`src/rtl/mc_ctrl_fsm.sv`:
```
// Multi-cycle MIPS-subset control unit.
// Decodes OP/Funct into an instruction class and ALU controls, then sequences
// FETCH -> DCD -> EXE -> MA/WB/MWB with per-state write enables and muxes.
module mc_ctrl_fsm (
    input  logic       clk,
    input  logic       rst_n,
    input  logic [5:0] OP,
    input  logic [5:0] Funct,
    input  logic       Zero,
    output logic       PCWr,
    output logic       IRWr,
    output logic       RFWr,
    output logic       DMWr,
    output logic       BSel,
    output logic [1:0] WDSel,
    output logic [1:0] NPCOp,
    output logic [1:0] EXTOp,
    output logic [2:0] ALUOp,
    output logic [1:0] GPRSel,
    output logic [2:0] State,
    output logic       Done,
    output logic       Illegal
);

    typedef enum logic [2:0] {
        FETCH = 3'd0,
        DCD   = 3'd1,
        EXE   = 3'd2,
        MA    = 3'd3,
        WB    = 3'd4,
        MWB   = 3'd5
    } state_e;

    typedef enum logic [3:0] {
        C_ILL,
        C_RALU,
        C_JR,
        C_IALU,
        C_LW,
        C_SW,
        C_BEQ,
        C_BNE,
        C_J,
        C_JAL
    } cls_e;

    typedef enum logic [2:0] {
        ALU_ADDU = 3'd0,
        ALU_SUBU = 3'd1,
        ALU_AND  = 3'd2,
        ALU_OR   = 3'd3,
        ALU_SLT  = 3'd4,
        ALU_NOR  = 3'd5,
        ALU_SRL  = 3'd6
    } alu_e;

    typedef enum logic [1:0] {
        EXT_ZERO = 2'd0,
        EXT_SIGN = 2'd1,
        EXT_LUI  = 2'd2
    } ext_e;

    typedef enum logic [1:0] {
        NPC_PC4 = 2'd0,
        NPC_BR  = 2'd1,
        NPC_J   = 2'd2,
        NPC_RS  = 2'd3
    } npc_e;

    typedef enum logic [1:0] {
        WD_ALU = 2'd0,
        WD_MDR = 2'd1,
        WD_PC  = 2'd2
    } wd_e;

    typedef enum logic [1:0] {
        GPR_RT = 2'd0,
        GPR_RD = 2'd1,
        GPR_31 = 2'd2
    } gpr_e;

    localparam logic [5:0] OP_R    = 6'b000000;
    localparam logic [5:0] OP_ADDI = 6'b001000;
    localparam logic [5:0] OP_SLTI = 6'b001010;
    localparam logic [5:0] OP_ANDI = 6'b001100;
    localparam logic [5:0] OP_ORI  = 6'b001101;
    localparam logic [5:0] OP_LUI  = 6'b001111;
    localparam logic [5:0] OP_LW   = 6'b100011;
    localparam logic [5:0] OP_SW   = 6'b101011;
    localparam logic [5:0] OP_BEQ  = 6'b000100;
    localparam logic [5:0] OP_BNE  = 6'b000101;
    localparam logic [5:0] OP_J    = 6'b000010;
    localparam logic [5:0] OP_JAL  = 6'b000011;

    localparam logic [5:0] FN_ADDU = 6'b100001;
    localparam logic [5:0] FN_SUBU = 6'b100011;
    localparam logic [5:0] FN_AND  = 6'b100100;
    localparam logic [5:0] FN_OR   = 6'b100101;
    localparam logic [5:0] FN_NOR  = 6'b100111;
    localparam logic [5:0] FN_SLT  = 6'b101010;
    localparam logic [5:0] FN_SRL  = 6'b000010;
    localparam logic [5:0] FN_JR   = 6'b001000;

    state_e state_q, state_d;

    cls_e   cls;
    alu_e   dec_alu;
    logic   dec_bsel;
    ext_e   dec_ext;

    logic   pcwr, irwr, rfwr, dmwr, done, illegal;
    npc_e   npc;
    wd_e    wdsel;
    gpr_e   gprsel;

    // Instruction decode: class plus ALU/B-source/extender controls from OP/Funct.
    always_comb begin
        cls      = C_ILL;
        dec_alu  = ALU_ADDU;
        dec_bsel = 1'b0;
        dec_ext  = EXT_ZERO;
        case (OP)
            OP_R: begin
                case (Funct)
                    FN_ADDU: begin cls = C_RALU; dec_alu = ALU_ADDU; end
                    FN_SUBU: begin cls = C_RALU; dec_alu = ALU_SUBU; end
                    FN_AND:  begin cls = C_RALU; dec_alu = ALU_AND;  end
                    FN_OR:   begin cls = C_RALU; dec_alu = ALU_OR;   end
                    FN_NOR:  begin cls = C_RALU; dec_alu = ALU_NOR;  end
                    FN_SLT:  begin cls = C_RALU; dec_alu = ALU_SLT;  end
                    FN_SRL:  begin cls = C_RALU; dec_alu = ALU_SRL;  end
                    FN_JR:   cls = C_JR;
                    default: cls = C_ILL;
                endcase
            end
            OP_ADDI: begin
                cls = C_IALU; dec_alu = ALU_ADDU; dec_bsel = 1'b1; dec_ext = EXT_SIGN;
            end
            OP_SLTI: begin
                cls = C_IALU; dec_alu = ALU_SLT; dec_bsel = 1'b1; dec_ext = EXT_SIGN;
            end
            OP_ANDI: begin
                cls = C_IALU; dec_alu = ALU_AND; dec_bsel = 1'b1; dec_ext = EXT_ZERO;
            end
            OP_ORI: begin
                cls = C_IALU; dec_alu = ALU_OR; dec_bsel = 1'b1; dec_ext = EXT_ZERO;
            end
            OP_LUI: begin
                cls = C_IALU; dec_alu = ALU_OR; dec_bsel = 1'b1; dec_ext = EXT_LUI;
            end
            OP_LW: begin
                cls = C_LW; dec_alu = ALU_ADDU; dec_bsel = 1'b1; dec_ext = EXT_SIGN;
            end
            OP_SW: begin
                cls = C_SW; dec_alu = ALU_ADDU; dec_bsel = 1'b1; dec_ext = EXT_SIGN;
            end
            OP_BEQ: begin
                cls = C_BEQ; dec_alu = ALU_SUBU; dec_ext = EXT_SIGN;
            end
            OP_BNE: begin
                cls = C_BNE; dec_alu = ALU_SUBU; dec_ext = EXT_SIGN;
            end
            OP_J:    cls = C_J;
            OP_JAL:  cls = C_JAL;
            default: cls = C_ILL;
        endcase
    end

    // State register with asynchronous return to FETCH.
    always_ff @(posedge clk or negedge rst_n) begin
        if (!rst_n) begin
            state_q <= FETCH;
        end else begin
            state_q <= state_d;
        end
    end

    // Next-state and per-state control; Done marks the last cycle of a legal instruction.
    always_comb begin
        state_d = FETCH;
        pcwr    = 1'b0;
        irwr    = 1'b0;
        rfwr    = 1'b0;
        dmwr    = 1'b0;
        done    = 1'b0;
        illegal = 1'b0;
        npc     = NPC_PC4;
        wdsel   = WD_ALU;
        gprsel  = GPR_RT;
        case (state_q)
            FETCH: begin
                irwr    = 1'b1;
                pcwr    = 1'b1;
                state_d = DCD;
            end
            DCD: begin
                case (cls)
                    C_J: begin
                        pcwr = 1'b1;
                        npc  = NPC_J;
                        done = 1'b1;
                    end
                    C_JAL: begin
                        // PC already holds PC+4 here, so it is the link value.
                        pcwr   = 1'b1;
                        npc    = NPC_J;
                        rfwr   = 1'b1;
                        gprsel = GPR_31;
                        wdsel  = WD_PC;
                        done   = 1'b1;
                    end
                    C_ILL:   illegal = 1'b1;
                    default: state_d = EXE;
                endcase
            end
            EXE: begin
                case (cls)
                    C_JR: begin
                        pcwr = 1'b1;
                        npc  = NPC_RS;
                        done = 1'b1;
                    end
                    C_BEQ: begin
                        npc  = NPC_BR;
                        pcwr = Zero;
                        done = 1'b1;
                    end
                    C_BNE: begin
                        npc  = NPC_BR;
                        pcwr = ~Zero;
                        done = 1'b1;
                    end
                    C_LW, C_SW:     state_d = MA;
                    C_RALU, C_IALU: state_d = WB;
                    default:        state_d = FETCH;
                endcase
            end
            MA: begin
                case (cls)
                    C_SW: begin
                        dmwr = 1'b1;
                        done = 1'b1;
                    end
                    C_LW:    state_d = MWB;
                    default: state_d = FETCH;
                endcase
            end
            WB: begin
                rfwr   = 1'b1;
                wdsel  = WD_ALU;
                gprsel = (cls == C_RALU) ? GPR_RD : GPR_RT;
                done   = 1'b1;
            end
            MWB: begin
                rfwr   = 1'b1;
                wdsel  = WD_MDR;
                gprsel = GPR_RT;
                done   = 1'b1;
            end
            default: state_d = FETCH;
        endcase
    end

    // Output drive: enables and pulses are squashed combinationally while in reset.
    always_comb begin
        PCWr    = pcwr    & rst_n;
        IRWr    = irwr    & rst_n;
        RFWr    = rfwr    & rst_n;
        DMWr    = dmwr    & rst_n;
        Done    = done    & rst_n;
        Illegal = illegal & rst_n;
        NPCOp   = npc;
        WDSel   = wdsel;
        GPRSel  = gprsel;
        State   = state_q;
        if (state_q == FETCH) begin
            ALUOp = '0;
            BSel  = 1'b0;
            EXTOp = '0;
        end else begin
            ALUOp = dec_alu;
            BSel  = dec_bsel;
            EXTOp = dec_ext;
        end
    end

endmodule
```
`config.mk`:
```
export PLATFORM = sky130hd
export DESIGN_NAME = mc_ctrl_fsm
export DESIGN_NICKNAME = d
export VERILOG_FILES = /design/src/rtl/mc_ctrl_fsm.sv
export SDC_FILE = /design/constraint.sdc
export NUM_CORES = 1
export LEC_CHECK = 0
export CAP_MARGIN = 0
export CELL_PAD_IN_SITES_DETAIL_PLACEMENT = 1
export CELL_PAD_IN_SITES_GLOBAL_PLACEMENT = 2
export CORE_ASPECT_RATIO = 0.75
export CORE_MARGIN = 3
export CORE_UTILIZATION = 21
export CTS_BUF_LIST = sky130_fd_sc_hd__clkbuf_8
export DETAILED_ROUTE_END_ITERATION = 6
export MAX_ROUTING_LAYER = met4
export PLACE_DENSITY_LB_ADDON = 0.1
export SLEW_MARGIN = 20
export SYNTH_ARGS = -nofsm -noshare
export SYNTH_HDL_FRONTEND = slang
export SYNTH_SLANG_ARGS = --single-unit
export TNS_END_PERCENT = 100
```
`constraint.sdc`:
```
create_clock -name clk -period 2.9 [get_ports clk]
set_input_delay 0.725 -clock clk [delete_from_list [all_inputs] [get_ports clk]]
set_output_delay 0.725 -clock clk [all_outputs]
set_load 0.1 [all_outputs]
```
==> results.json <==
{
  "run_status": "complete, but fails checks",
  "violated_checks": "negative setup slack",
  "worst_slew_margin_rel_pct": 67.8,
  "top_layer_used": "met4",
  "fin_nets": 247,
  "starting_density_pct": 23.1,
  "netlist_area_um2": 890,
  "cts_hold_repair.buffers": 0,
  "cts_tree": "yes",
  "via_count_of_the_first_global_routing_pass": 1539,
  "route.met3.wl_um": 165,
  "finalWeightedCongestion": 0.824,
  "critPathRequiredTime_ns": 2.17,
  "critPathCaptureType": "output port",
  "postSynthCellCount": 124,
  "port_buffers": 35,
  "cells_along_the_critical_path": "buf_6, buf_6, buf_6, xnor2_2, a22oi_2, o32ai_4, and4b_2, o21ai_1, or3b_4, buf_12",
  "drt_pass1_iterations": 4,
  "max_ffs_per_register": 3,
  "worstMarginPinSlew_ns": 0.482,
  "synthesis.nets": 139,
  "routed_wl_um": 5760,
  "synth.yosys.warnings": 0,
  "grt_max_degree": 10,
  "timing.critical_path.slowest_stage_cell": "or3b_4",
  "critPathMaxFanout": 6,
  "grt_remaining_overflow": 0,
  "fp-row-count": 19,
  "maxClockFrequency_mhz": 302,
  "finalWorstPathRequiredPeriod_ns": 3.31,
  "drive_above_1_share_pct": 73.2,
  "area.growth.synth_to_final_pct": 174,
  "grt_setup_unrepaired": "true",
  "numCtsBuffers": 3,
  "drv_cap": 0,
  "met2_wirelength_um": 3000,
  "die_width_um": 81.2,
  "met1_length_um": 2480,
  "slew_violations": 0,
  "yosysUniqueCellTypes": 51,
  "vdd.ir_drop.worst_mv": 0.508,
  "post-route-period-util_pct": 114,
  "clock_skew_ns": 0.00166,
  "cts.path.max_buffers": 2,
  "leakagePower_nw": 1.01,
  "layout.cells.most_common": "buf_4",
  "mostFrequentLayoutCells": "buf_4 (62), buf_6 (21), buf_12 (17)",
  "clk_pin_slew_ns": 0.03,
  "timing.final.hold_violations": 0,
  "clk_latency_ns": 0.21,
  "antenna_cells_inserted": 0,
  "critical-path-max-stage-delay_ns": 0.41,
  "cts_num_sinks": 3,
  "synth_area_per_cell_um2": 7.17,
  "drt-vias-per-instance": 5.16,
  "grt_pass1_wl_um": 8220,
  "grt_usage_pct": 21.4,
  "post-layout-total-power_uw": 905,
  "route.vias.total": 1459,
  "final_setup_viols": 9,
  "floorplan.die_area_mm2": 0.00506,
  "fin_ws_ns": -0.409,
  "postRouteAntennaNets": 0,
  "critical-path-top-cell-by-count": "buf_6",
  "timing.critical_path.from_type": "primary input",
  "cts_max_level": 1,
  "grt_antenna_before_repair": 0,
  "worstSetupPathType": "primary input to output port",
  "drc": 0,
  "classification_of_the_worst_slack_hold_path": "register to register",
  "worst_ep_arrival_time_ns": 2.58,
  "wire_per_inst_um": 20.4,
  "place_hpwl_um": 3480,
  "core_region_area_mm2": 0.00385,
  "final_util_pct": 63.3,
  "design.portCount": 36,
  "ys_seq_area_share_pct": 8.44,
  "drt_first_iter_violations": 42,
  "die_y_um": 62.4,
  "cell_chosen_for_the_clock_root": "clkbuf_8",
  "filler_cell_count": 424,
  "synth_seq_cells": 3,
  "power_density_mw_per_mm2": 371
}
worst max-delay path: cells and delay by family:
kind	cells	cell delay [ns]
simple gates	2	0.71
compound gates	3	0.51
xor+xnor	1	0.13
buf+inv	4	0.51
power by group:
| group | leakage [nW] | total [mW] | switching (mW) | internal [mW] |
|---|---|---|---|---|
| clock | 0.0269 | 0.118 | 0.0274 | 0.0901 |
| sequential | 0.0351 | 0.0611 | 0.00707 | 0.0541 |
| combinational | 0.947 | 0.727 | 0.455 | 0.272 |
synthesized netlist by cell type, drive strengths merged:
master	count	area share [%]
inv	5	2.1
nand2b	2	1.4
a21o	1	0.98
nor4b	2	2.0
o32ai	1	3.1
o32a	3	3.5
nor2b	5	4.4
nand4	2	1.4
a21oi	7	4.4
a211oi	1	0.84
nor3	8	4.5
a311oi	1	1.7
nand3b	1	0.84
nor3b	3	2.5
a2111o	1	1.3
and4b	1	1.1
nor4	3	2.1
and2	3	2.3
nand2	8	3.4
o21ai	10	5.6
nor2	14	5.9
nand4b	3	3.0
buf	6	5.3
and2b	1	0.98
clkbuf	1	0.42
a2111oi	1	1.7
o211ai	2	1.7
o211a	1	1.1
or2	2	1.4
o311ai	1	1.8
xnor2	2	2.0
or2b	5	4.8
and3b	2	2.0
or3b	1	0.98
a22oi	2	2.3
a31oi	3	2.1
o31ai	1	0.84
dfrtp	3	8.4
nand3	3	2.3
a211o	1	0.98
or3	1	0.70
worst paths after layout:
| kind | slack [ns] | cells after the start | to | start |
|---|---|---|---|---|
| setup / recovery | -0.41 | 10 | PCWr | OP[2] |
| hold / removal | 0.60 | 2 | State[0] | State[1] |
| setup reg to reg | 1.43 | 4 | State[1] | State[0] |
| hold reg to reg | 0.60 | 2 | State[0] | State[1] |
| max in group asynchronous | 1.94 | 2 | State[2] | rst_n |
| min in group asynchronous | 0.84 | 2 | State[0] | rst_n |
cell families after synthesis:
group / after synthesis / synth area share (%)
xor gates and xnor gates: 2 / 1.97
buffers and inverters: 12 / 7.88
and+or+nand+nor: 70 / 47.8
AOI/OAI and AO/OA: 37 / 33.9
DFF: 3 / 8.44
metal layers:
layer	global-route usage (%)	vias up
met3	1.73	11
met4	5.70	0
li1	-	690
met2	36.0	38
met1	27.4	720
met5	-	-
layout make-up:
cell class	count	area [um^2]	share of cell area, %
Tap cell	52	65.1	2.67
Timing Repair Buffer	110	1130	46.3
Multi-Input combinational cell	109	1100	45.2
Clock buffer	3	41.3	1.69
Clock inverter	1	3.75	0.154
Inverter	5	18.8	0.770
Sequential cell	3	78.8	3.23
repair_timing:
item                                   4_1_cts  5_1_grt
gates cloned                                 1        0
setup buffers                               18        7
setup endpoints to repair                   16       12
pin swaps                                   28        8
endpoints found under the hold margin        0        0
resized for setup                           93       12
stage by stage:
stage | area (um^2) | setup TNS [ns] | hold slack [ns] | setup WS [ns] | cells
floorplan | 1100 | -3.74 | 0.429 | -0.839 | 124
global placement | 1990 | -7.33 | 0.574 | -0.761 | 255
detailed placement | 1990 | -7.54 | 0.605 | -0.784 | 255
CTS | 2330 | -1.64 | 0.604 | -0.278 | 276
global route | 2440 | -2.91 | 0.633 | -0.464 | 283
finish | 2440 | -2.26 | 0.605 | -0.409 | 283
No activity file was read; power rests on OpenSTA's default activity.
